--- src/rtl/viterbi_pkg.sv ---
// Shared Viterbi decoder definitions: trellis size, state encoding, decision-bit
// indices and the survivor-memory payload.
package viterbi_pkg;

    localparam int unsigned NUM_STATES   = 4;
    localparam int unsigned DEF_PM_WIDTH = 8;
    localparam int unsigned STATE_W      = 2;

    typedef enum logic [STATE_W-1:0] {
        S0 = 2'd0,
        S1 = 2'd1,
        S2 = 2'd2,
        S3 = 2'd3
    } state_e;

    localparam int unsigned DEC_S0 = 0;
    localparam int unsigned DEC_S1 = 1;
    localparam int unsigned DEC_S2 = 2;
    localparam int unsigned DEC_S3 = 3;

    typedef struct packed {
        logic [NUM_STATES-1:0] dec_bits;
        state_e                best_state;
        logic                  norm;
    } surv_payload_t;

endpackage

--- src/rtl/pmu_if.sv ---
// PMU bus: ACSU-side metrics/decisions in, metrics back and survivor-memory handshake out.
// PMU_NORM_CNT_EN adds norm_cnt_o.
interface pmu_if #(
    parameter int unsigned PM_WIDTH  = 8,
    parameter int unsigned CNT_WIDTH = 16
);
    logic                 valid_i;
    logic                 ready_o;
    logic [PM_WIDTH-1:0]  pm_s0_i;
    logic [PM_WIDTH-1:0]  pm_s1_i;
    logic [PM_WIDTH-1:0]  pm_s2_i;
    logic [PM_WIDTH-1:0]  pm_s3_i;
    logic [3:0]           dec_bits_i;
    logic [PM_WIDTH-1:0]  pm_s0_o;
    logic [PM_WIDTH-1:0]  pm_s1_o;
    logic [PM_WIDTH-1:0]  pm_s2_o;
    logic [PM_WIDTH-1:0]  pm_s3_o;
    logic                 valid_o;
    logic                 ready_i;
    logic [3:0]           dec_bits_o;
    logic [1:0]           best_state_o;
    logic                 norm_o;
    logic [CNT_WIDTH-1:0] sym_cnt_o;
`ifdef PMU_NORM_CNT_EN
    logic [7:0]           norm_cnt_o;
`endif

    modport slave (
        input  valid_i, pm_s0_i, pm_s1_i, pm_s2_i, pm_s3_i, dec_bits_i, ready_i,
        output ready_o, pm_s0_o, pm_s1_o, pm_s2_o, pm_s3_o, valid_o,
               dec_bits_o, best_state_o, norm_o, sym_cnt_o
`ifdef PMU_NORM_CNT_EN
        , output norm_cnt_o
`endif
    );

    modport master (
        output valid_i, pm_s0_i, pm_s1_i, pm_s2_i, pm_s3_i, dec_bits_i, ready_i,
        input  ready_o, pm_s0_o, pm_s1_o, pm_s2_o, pm_s3_o, valid_o,
               dec_bits_o, best_state_o, norm_o, sym_cnt_o
`ifdef PMU_NORM_CNT_EN
        , input norm_cnt_o
`endif
    );

endinterface

--- src/rtl/pm_min4.sv ---
// Combinational minimum and argmin over the four path metrics; lowest index wins ties.
module pm_min4
    import viterbi_pkg::*;
#(
    parameter int unsigned W = DEF_PM_WIDTH
) (
    input  logic [NUM_STATES-1:0][W-1:0] pm_i,
    output logic [W-1:0]                 min_c,
    output logic [STATE_W-1:0]           arg_c
);

    logic [W-1:0] m01;
    logic [W-1:0] m23;
    logic         a01;
    logic         a23;

    // Pairwise tree; strict '<' keeps the lower index whenever metrics are equal.
    always_comb begin
        m01   = pm_i[0];
        a01   = 1'b0;
        m23   = pm_i[2];
        a23   = 1'b0;
        min_c = '0;
        arg_c = '0;
        if (pm_i[1] < pm_i[0]) begin
            m01 = pm_i[1];
            a01 = 1'b1;
        end
        if (pm_i[3] < pm_i[2]) begin
            m23 = pm_i[3];
            a23 = 1'b1;
        end
        if (m23 < m01) begin
            min_c = m23;
            arg_c = {1'b1, a23};
        end else begin
            min_c = m01;
            arg_c = {1'b0, a01};
        end
    end

endmodule

--- src/rtl/pmu.sv ---
// Path Metric Unit: registers and normalizes ACSU metrics, forwards decisions and best
// state to survivor memory. PMU_NORM_CNT_EN adds a saturating normalization counter.
module pmu
    import viterbi_pkg::*;
#(
    parameter int unsigned PM_WIDTH    = DEF_PM_WIDTH,
    parameter int unsigned NORM_THRESH = 128,
    parameter int unsigned INIT_MAX    = 255,
    parameter int unsigned CNT_WIDTH   = 16
) (
    input  logic clk_i,
    input  logic rst_ni,
    input  logic start_i,
    pmu_if.slave bus
);

    logic [NUM_STATES-1:0][PM_WIDTH-1:0] pm_in;
    logic [NUM_STATES-1:0][PM_WIDTH-1:0] pm_q;
    logic [PM_WIDTH-1:0]                 pm_min;
    logic [STATE_W-1:0]                  pm_arg;
    logic                                norm;
    logic                                accept;
    logic                                valid_q;
    surv_payload_t                       pay_q;
    logic [CNT_WIDTH-1:0]                sym_cnt_q;

    assign pm_in = {bus.pm_s3_i, bus.pm_s2_i, bus.pm_s1_i, bus.pm_s0_i};

    pm_min4 #(.W(PM_WIDTH)) u_min4 (
        .pm_i  (pm_in),
        .min_c (pm_min),
        .arg_c (pm_arg)
    );

    assign norm        = (pm_min >= PM_WIDTH'(NORM_THRESH));
    assign bus.ready_o = !valid_q || bus.ready_i;
    assign accept      = bus.valid_i && bus.ready_o && !start_i;

    // Frame start behaves exactly like reset, overriding any handshake activity.
    always_ff @(posedge clk_i) begin
        if (!rst_ni || start_i) begin
            pm_q[0] <= '0;
            for (int k = 1; k < NUM_STATES; k++) begin
                pm_q[k] <= PM_WIDTH'(INIT_MAX);
            end
            valid_q   <= 1'b0;
            pay_q     <= '0;
            sym_cnt_q <= '0;
        end else if (accept) begin
            for (int k = 0; k < NUM_STATES; k++) begin
                pm_q[k] <= pm_in[k] - (norm ? pm_min : '0);
            end
            valid_q   <= 1'b1;
            pay_q     <= '{dec_bits: bus.dec_bits_i, best_state: state_e'(pm_arg), norm: norm};
            sym_cnt_q <= sym_cnt_q + CNT_WIDTH'(1);
        end else if (valid_q && bus.ready_i) begin
            valid_q <= 1'b0;
        end
    end

    assign bus.pm_s0_o      = pm_q[0];
    assign bus.pm_s1_o      = pm_q[1];
    assign bus.pm_s2_o      = pm_q[2];
    assign bus.pm_s3_o      = pm_q[3];
    assign bus.valid_o      = valid_q;
    assign bus.dec_bits_o   = pay_q.dec_bits;
    assign bus.best_state_o = pay_q.best_state;
    assign bus.norm_o       = pay_q.norm;
    assign bus.sym_cnt_o    = sym_cnt_q;

`ifdef PMU_NORM_CNT_EN
    logic [7:0] norm_cnt_q;

    // Saturating count of accepted symbols that needed normalization.
    always_ff @(posedge clk_i) begin
        if (!rst_ni || start_i) begin
            norm_cnt_q <= '0;
        end else if (accept && norm && (norm_cnt_q != 8'hFF)) begin
            norm_cnt_q <= norm_cnt_q + 8'd1;
        end
    end

    assign bus.norm_cnt_o = norm_cnt_q;
`endif

endmodule

--- src/flat_wrapper.sv ---
// flat-port wrapper written by rule: the top's interface ports become plain ports
module pmu_flat import viterbi_pkg::*;
#(
    parameter int unsigned PM_WIDTH    = DEF_PM_WIDTH,
    parameter int unsigned NORM_THRESH = 128,
    parameter int unsigned INIT_MAX    = 255,
    parameter int unsigned CNT_WIDTH   = 16
)
  (clk_i, rst_ni, start_i, bus_valid_i, bus_pm_s0_i, bus_pm_s1_i, bus_pm_s2_i, bus_pm_s3_i, bus_dec_bits_i, bus_ready_i, bus_ready_o, bus_pm_s0_o, bus_pm_s1_o, bus_pm_s2_o, bus_pm_s3_o, bus_valid_o, bus_dec_bits_o, bus_best_state_o, bus_norm_o, bus_sym_cnt_o);
  pmu_if #(.PM_WIDTH(PM_WIDTH), .CNT_WIDTH(CNT_WIDTH)) bus_i ();
  input  logic clk_i;
  input  logic rst_ni;
  input  logic start_i;
  input wire logic [$bits(bus_i.valid_i)-1:0] bus_valid_i;
  input wire logic [$bits(bus_i.pm_s0_i)-1:0] bus_pm_s0_i;
  input wire logic [$bits(bus_i.pm_s1_i)-1:0] bus_pm_s1_i;
  input wire logic [$bits(bus_i.pm_s2_i)-1:0] bus_pm_s2_i;
  input wire logic [$bits(bus_i.pm_s3_i)-1:0] bus_pm_s3_i;
  input wire logic [$bits(bus_i.dec_bits_i)-1:0] bus_dec_bits_i;
  input wire logic [$bits(bus_i.ready_i)-1:0] bus_ready_i;
  output wire logic [$bits(bus_i.ready_o)-1:0] bus_ready_o;
  output wire logic [$bits(bus_i.pm_s0_o)-1:0] bus_pm_s0_o;
  output wire logic [$bits(bus_i.pm_s1_o)-1:0] bus_pm_s1_o;
  output wire logic [$bits(bus_i.pm_s2_o)-1:0] bus_pm_s2_o;
  output wire logic [$bits(bus_i.pm_s3_o)-1:0] bus_pm_s3_o;
  output wire logic [$bits(bus_i.valid_o)-1:0] bus_valid_o;
  output wire logic [$bits(bus_i.dec_bits_o)-1:0] bus_dec_bits_o;
  output wire logic [$bits(bus_i.best_state_o)-1:0] bus_best_state_o;
  output wire logic [$bits(bus_i.norm_o)-1:0] bus_norm_o;
  output wire logic [$bits(bus_i.sym_cnt_o)-1:0] bus_sym_cnt_o;
  assign bus_i.valid_i = bus_valid_i;
  assign bus_i.pm_s0_i = bus_pm_s0_i;
  assign bus_i.pm_s1_i = bus_pm_s1_i;
  assign bus_i.pm_s2_i = bus_pm_s2_i;
  assign bus_i.pm_s3_i = bus_pm_s3_i;
  assign bus_i.dec_bits_i = bus_dec_bits_i;
  assign bus_i.ready_i = bus_ready_i;
  assign bus_ready_o = bus_i.ready_o;
  assign bus_pm_s0_o = bus_i.pm_s0_o;
  assign bus_pm_s1_o = bus_i.pm_s1_o;
  assign bus_pm_s2_o = bus_i.pm_s2_o;
  assign bus_pm_s3_o = bus_i.pm_s3_o;
  assign bus_valid_o = bus_i.valid_o;
  assign bus_dec_bits_o = bus_i.dec_bits_o;
  assign bus_best_state_o = bus_i.best_state_o;
  assign bus_norm_o = bus_i.norm_o;
  assign bus_sym_cnt_o = bus_i.sym_cnt_o;
  pmu #(.PM_WIDTH(PM_WIDTH), .NORM_THRESH(NORM_THRESH), .INIT_MAX(INIT_MAX), .CNT_WIDTH(CNT_WIDTH)) u_core (.clk_i(clk_i), .rst_ni(rst_ni), .start_i(start_i), .bus(bus_i));
endmodule
--- config.mk ---
export PLATFORM = sky130hd
export DESIGN_NAME = pmu_flat
export DESIGN_NICKNAME = d
export VERILOG_FILES = /design/src/rtl/viterbi_pkg.sv /design/src/rtl/pmu_if.sv /design/src/rtl/pm_min4.sv /design/src/rtl/pmu.sv /design/src/flat_wrapper.sv
export SDC_FILE = /design/constraint.sdc
export NUM_CORES = 1
export LEC_CHECK = 0
export CAP_MARGIN = 20
export CORE_MARGIN = 2
export CORE_UTILIZATION = 40
export DETAILED_ROUTE_END_ITERATION = 6
export GPL_TIMING_DRIVEN = 0
export PLACE_DENSITY = 0.69
export SETUP_SLACK_MARGIN = 0.05
export SYNTH_ARGS = -nofsm -noshare
export SYNTH_HDL_FRONTEND = slang
export SYNTH_SLANG_ARGS = --single-unit
--- constraint.sdc ---
create_clock -name clk_i -period 7.8 [get_ports clk_i]
set_input_delay 1.56 -clock clk_i [delete_from_list [all_inputs] [get_ports clk_i]]
set_output_delay 1.56 -clock clk_i [all_outputs]
set_load 0.01 [all_outputs]
* Word level (Yosys, flattened, before mapping)
Index checks and enable logic that the tools add are counted.
W data, S select, Z words.
** Storage, ports and cells
- Register bits after elaboration :: 56
- Input port bits :: 41
- Word-level logic and storage cells :: 36
** Operators by class
- Add/sub/neg operators :: 5
- Order comparisons :: 4
- Mux-type cells :: 9
- Reduce and logical (&&, ||, !) cells :: 9
** Operator list (number)
- $mux W8 :: 4
- $sub A8 B8 Y8 :: 4
- $lt A8 B8 Y1 :: 3
- $add A16 B1 Y16 const B :: 1
- $ge A8 B8 Y1 const B :: 1
- $mux W1 :: 4
- $logic_and A1 B1 Y1 :: 3
- $logic_not A1 Y1 :: 3
- $logic_or A1 B1 Y1 :: 2
- $mux W2 :: 1
- $reduce_bool A2 Y1 :: 1

* Depth between registers and ports, before layout
- Depth after elaboration :: 7
- Gate-level depth with buffers :: 27
- Depth with buffers taken out :: 26

* Modules after synthesis
From an unflattened synthesis, not the netlist that was laid out.
** Unflattened totals
- Cells, all modules :: 500
- Area, all modules :: 4144.0 µm²
** Modules (own cells, without submodules)
- pmu :: times used 1, cells each 398, area an instance 3331.9 µm², seq. area each 1121.1 µm²
- pm_min4 :: times used 1, cells each 102, area an instance 812.0 µm², seq. area each 0.0 µm²

* Worst setup path after synthesis
Ideal clock, no wire load.
- Path kind :: in2reg
- Start point :: input port bus_pm_s2_i[7]
- End point :: register u_core.pm_q, in the netlist u_core.bus.pm_s0_o[7]
- Library setup time :: 0.074 ns
- Arrival time :: 6.278 ns
- Setup slack :: 1.449 ns
- Stages :: 22
- Buffers on the path :: 1
- Path through :: inv_1 -> ha_1 -> nand4_2 -> o31ai_4 -> mux2_2 -> ha_1 -> a21o_1 -> a21o_1 -> a21oi_1 -> o21a_1 -> nor2b_2 -> buf_2 -> mux2i_1 -> nand2_1 -> ha_1 -> a21o_1 -> a21oi_1 -> o21ai_0 -> o41ai_1 -> xnor2_1 -> or4_1 -> o211ai_2
** On the way
- Word-level cells in the longest chain between the ends :: 7
** RTL lines
- from (decl) :: RTL line flat_wrapper.sv:17 : input wire logic [$bits(bus_i.pm_s2_i)-1:0] bus_pm_s2_i;
- $lt A8 B8 Y1 :: RTL line pm_min4.sv:29 : if (pm_i[3] < pm_i[2]) begin
- $mux W8 (*) :: RTL line pm_min4.sv:29
- $lt A8 B8 Y1 :: RTL line pm_min4.sv:33 : if (m23 < m01) begin
- $mux W8 (*) :: RTL line pm_min4.sv:33
- $ge A8 B8 Y1 :: RTL line pmu.sv:35 : assign norm = (pm_min >= PM_WIDTH'(NORM_THRESH));
- $mux W8 (*) :: RTL line pmu.sv:51 : pm_q[k] <= pm_in[k] - (norm ? pm_min : '0);
- $sub A8 B8 Y8 (*) :: RTL line pmu.sv:51
- to (signal, indexed assignment) :: RTL line pmu.sv:44 : pm_q[k] <= PM_WIDTH'(INIT_MAX);
- to (signal, indexed assignment) :: RTL line pmu.sv:51
- to (decl) :: RTL line pmu.sv:18 : logic [NUM_STATES-1:0][PM_WIDTH-1:0] pm_q;
Every way passes the cells marked *; elsewhere a longest branch is shown, timed or not.
A chain may end at the register's enable or synchronous reset.

* Worst setup path in the final report
- Start point :: input port bus_pm_s0_i[7]
- End point :: register u_core.pm_q, in the netlist u_core.bus.pm_s0_o[7]
** On the way
- Word-level cells in the longest chain between the ends :: 7
** RTL lines
- from (decl) :: RTL line flat_wrapper.sv:15 : input wire logic [$bits(bus_i.pm_s0_i)-1:0] bus_pm_s0_i;
- $lt A8 B8 Y1 :: RTL line pm_min4.sv:25 : if (pm_i[1] < pm_i[0]) begin
- $mux W8 :: RTL line pm_min4.sv:25
- $lt A8 B8 Y1 :: RTL line pm_min4.sv:33
- $mux W8 :: RTL line pm_min4.sv:33
- $ge A8 B8 Y1 :: RTL line pmu.sv:35
- $mux W8 :: RTL line pmu.sv:51
- $sub A8 B8 Y8 (*) :: RTL line pmu.sv:51
Marks and branches as above.

==> run metrics <==
Flop pwr share=a little under a third; grt total ovfl=0; Slew Limit Fails=0; Worst-path clk slew=110 ps; share of Yosys cell area claimed by the top area cell type=roughly 28%; Layout Nets=roughly 670; crit start category=input port; setup bufs post-CTS=0; CP max stage cell=clkdlybuf4s50_1; Max-slew headroom=between 40% and 50%; R2R Path Start=u_core.bus.valid_o; num ports=around 100; Worst R2R Setup Slack=5620 ps; H-Tree Level Count=2; syn_nets=approximately 570; die area=approximately 0.011 mm²; GRT Resource Usage Total=roughly a fifth; Fin Hold WS=about 460 ps; critical register-to-register path endpoint=u_core.bus.sym_cnt_o[15]; Critical Path Sink=u_core.bus.pm_s0_o[7]; clock root buffer=clkbuf_8; Cell variety after synth=51; crit-path max cell delay=between 500 and 600 ps; DIE WIDTH=around 100 µm; final worst-path cycle share=93.51%; Setup TNS=0 ps; Pint=621.1 µW; Critical Path AT=about 7600 ps; Req. time, crit path=between 8000 and 9000 ps; Post-synth ARST share=0%; most frequent cells in the layout=97 x clkdlybuf4s50_1, 70 x nand2_1, 56 x dfxtp_1; final-report hold violation count=0; die height=~100 µm; pin count of the biggest net entering global routing=20; initial DRC count=just over 100; post-synthesis instance total=about 470; worst-path fanout max=10; critical path, cell by cell=clkdlybuf4s50_1 -> inv_1 -> ha_1 -> nand4_1 -> o31ai_1 -> clkbuf_4 -> mux2i_1 -> ha_1 -> a21o_1 -> a21o_1 -> a21oi_1 -> o21a_1 -> nor2b_2 -> buf_2 -> mux2i_1 -> nand2_2 -> ha_1 -> a21o_1 -> a21oi_1 -> o21ai_0 -> o41ai_1 -> xnor2_1 -> or4_1 -> o211ai_2; number of synthesized flops with an enable pin=0; Sw Pwr=approximately 400 µW; Synth area leaders=dfxtp_1 28%, ha_1 16%, nand2_1 6.6%; Logic pwr share=between 50 and 60%; vias per cell=around 5; Worst Hold Class=reg -> reg; Crit Path Class=in -> reg; share of cells above drive strength 1=~6.8%; leakage power=roughly 2.2 nW; total core area=just under 0.01 mm²; critical path capture point type=register; Final Critical Period=between 7000 and 8000 ps; skew final=approximately 11 ps; Mapped Area=between 0.004 and 0.005 mm²; Clock Tree Buf Depth=2; row count=36; dpl hpwl=~9 mm; Clock Power Share=16.6%; flops & latches, synth=56; Crit. Startpoint=bus_pm_s0_i[7]; RSZ-0062 raised after global routing=no; Antenna Nets Post-Route=0; DRC viols=0; initial antenna violation count=0; switch share=39.03%; DRT Wirelength=10.65 mm; dominant synthesized flop cell=dfxtp_1; router iterations before antenna repair=4; outcome=finished, final reports clean; final setup violating endpoints=0; syn_area_per_cell=between 8 and 9 µm²; VDD IR max=0.00007606 V; CTS tree=done; routability cong.=just over 0.8; Synth area leader=dfxtp_1; area grow syn2layout=30.64%; commonest non-fill, non-tap cell in the layout=clkdlybuf4s50_1; vias in the first global route=between 3000 and 4000; warning count from the yosys run=0; Vias=about 3600; achievable frequency=about 0.14 GHz; Fillers=between 900 and 1000; Worst R2R Path Depth=8; Initial Util=between 40 and 50%; Power per Cell Area=just under 200 mW/mm²; routed len/inst=15.00 µm; Slew @ Worst Pin=824.8 ps; first-pass GRT wire length=approximately 18 mm; register area share after synthesis=~28%; antenna cell count=0; max-cap violations=0; Clock Sinks=between 50 and 60; CTS buffer count=5; worst skew pair latency=roughly 320 ps; Port Buffers=a little under 100
[metrics by stage]
| stage | utilization, % | power (mW) | cells | setup WS, ps | instance area, µm² |
|---|---|---|---|---|---|
| 2_1_floorplan | - | 0.6905 | 472 | 1449 | 4043 |
| 3_3_place_gp | 53.00 | 0.8418 | 702 | 227.9 | 5180 |
| 3_5_place_dp | 53.00 | 0.8547 | 702 | 59.71 | 5180 |
| 4_1_cts | 53.98 | 1.022 | 710 | 372.0 | 5276 |
| 5_1_grt | 54.03 | 1.095 | 710 | 76.31 | 5281 |
| 6_report | 54.03 | 1.019 | 710 | 506.1 | 5281 |
[power groups by stage]
stage | sequential (mW) | clock [mW] | combinational (mW)
2_1_floorplan | 0.326 | 0 | 0.365
4_1_cts | 0.313 | 0.171 | 0.538
6_report | 0.312 | 0.170 | 0.537
3_3_place_gp | 0.319 | 0 | 0.523
5_1_grt | 0.315 | 0.184 | 0.596
3_5_place_dp | 0.319 | 0 | 0.535
[cell usage after synthesis (all sizes together) (3+ instances only)]
cell type   n
a21bo       5
a21o       14
a21oi      40
and3        3
buf         3
clkbuf     16
dfxtp      56
fa          4
ha         51
inv        28
mux2        7
mux2i      10
nand2      71
nand2b      7
nand3       8
nand4       7
nor2       21
nor2b       5
nor3        4
o211ai     20
o21a        6
o21ai      12
o31ai       3
or2         9
or3         4
xnor2      22
xor2       16
[worst max-delay path, delay by kind of cell]
family | cells | cell delay [ps]
fa+ha+maj | 3 | 910
buf+inv | 4 | 1250
compound gates | 10 | 2020
simple gates | 4 | 1050
xor+xnor | 1 | 170
mux | 2 | 570
[layout make-up]
| class | instances | area, µm² | share of cell area (%) |
|---|---|---|---|
| clock buffers | 5 | 68.82 | 1.303 |
| repair buffers | 97 | 970.9 | 18.38 |
| plain buffers | 19 | 83.83 | 1.587 |
| multi-input cells | 369 | 2738 | 51.84 |
| well taps | 133 | 166.4 | 3.151 |
| inverters | 28 | 105.1 | 1.990 |
| flip-flops and latches | 56 | 1121 | 21.23 |
| clock inverters | 3 | 27.53 | 0.5212 |
[worst min path at each step]
stage                              from                  endpoint  slack (ps)  cells past startpoint
6_report          u_core.bus.pm_s0_o[5]     u_core.bus.pm_s0_o[5]         460                      2
2_1_floorplan     u_core.bus.pm_s0_o[3]     u_core.bus.pm_s0_o[3]         480                      2
3_3_place_gp   u_core.bus.dec_bits_o[2]  u_core.bus.dec_bits_o[2]         440                      2
5_1_grt        u_core.bus.dec_bits_o[0]  u_core.bus.dec_bits_o[0]         490                      2
3_5_place_dp   u_core.bus.dec_bits_o[0]  u_core.bus.dec_bits_o[0]         450                      2
4_1_cts        u_core.bus.dec_bits_o[0]  u_core.bus.dec_bits_o[0]         460                      2
[what timing repair did]
item                       in CTS  in global routing
setup endpoints to repair       0                  1
gates resized for setup         0                  2
hold buffers                    0                  0
[routing by layer]
metal | GRT usage, % | share of wire, % | vias to the layer above
met3 | 1.934 | 2.9 | 9
met5 | 0 | 0 | -
met2 | 34.92 | 49 | 71
li1 | - | - | 1848
met4 | 5.888 | 1.1 | 0
met1 | 25.45 | 47 | 1694
[logic make-up after synthesis]
family	Yosys count	synth area share [%]
DFF	56	27.73
muxes	17	4.736
xor gates and xnor gates	38	8.233
buffers and inverters	47	4.612
adders and majority gates	55	17.77
AOI/OAI and AO/OA	113	19.75
and+or+nand+nor	146	17.18
[registers in the layout, summed over array words and instances, names as in the netlist]
signal                   flops
u_core.bus.valid_o           1
u_core.bus.pm_s3_o           8
u_core.bus.sym_cnt_o        16
u_core.bus.norm_o            1
u_core.bus.dec_bits_o        4
u_core.bus.pm_s0_o           8
u_core.bus.best_state_o      2
u_core.bus.pm_s2_o           8
u_core.bus.pm_s1_o           8
Power figures use the tool's default switching activity.
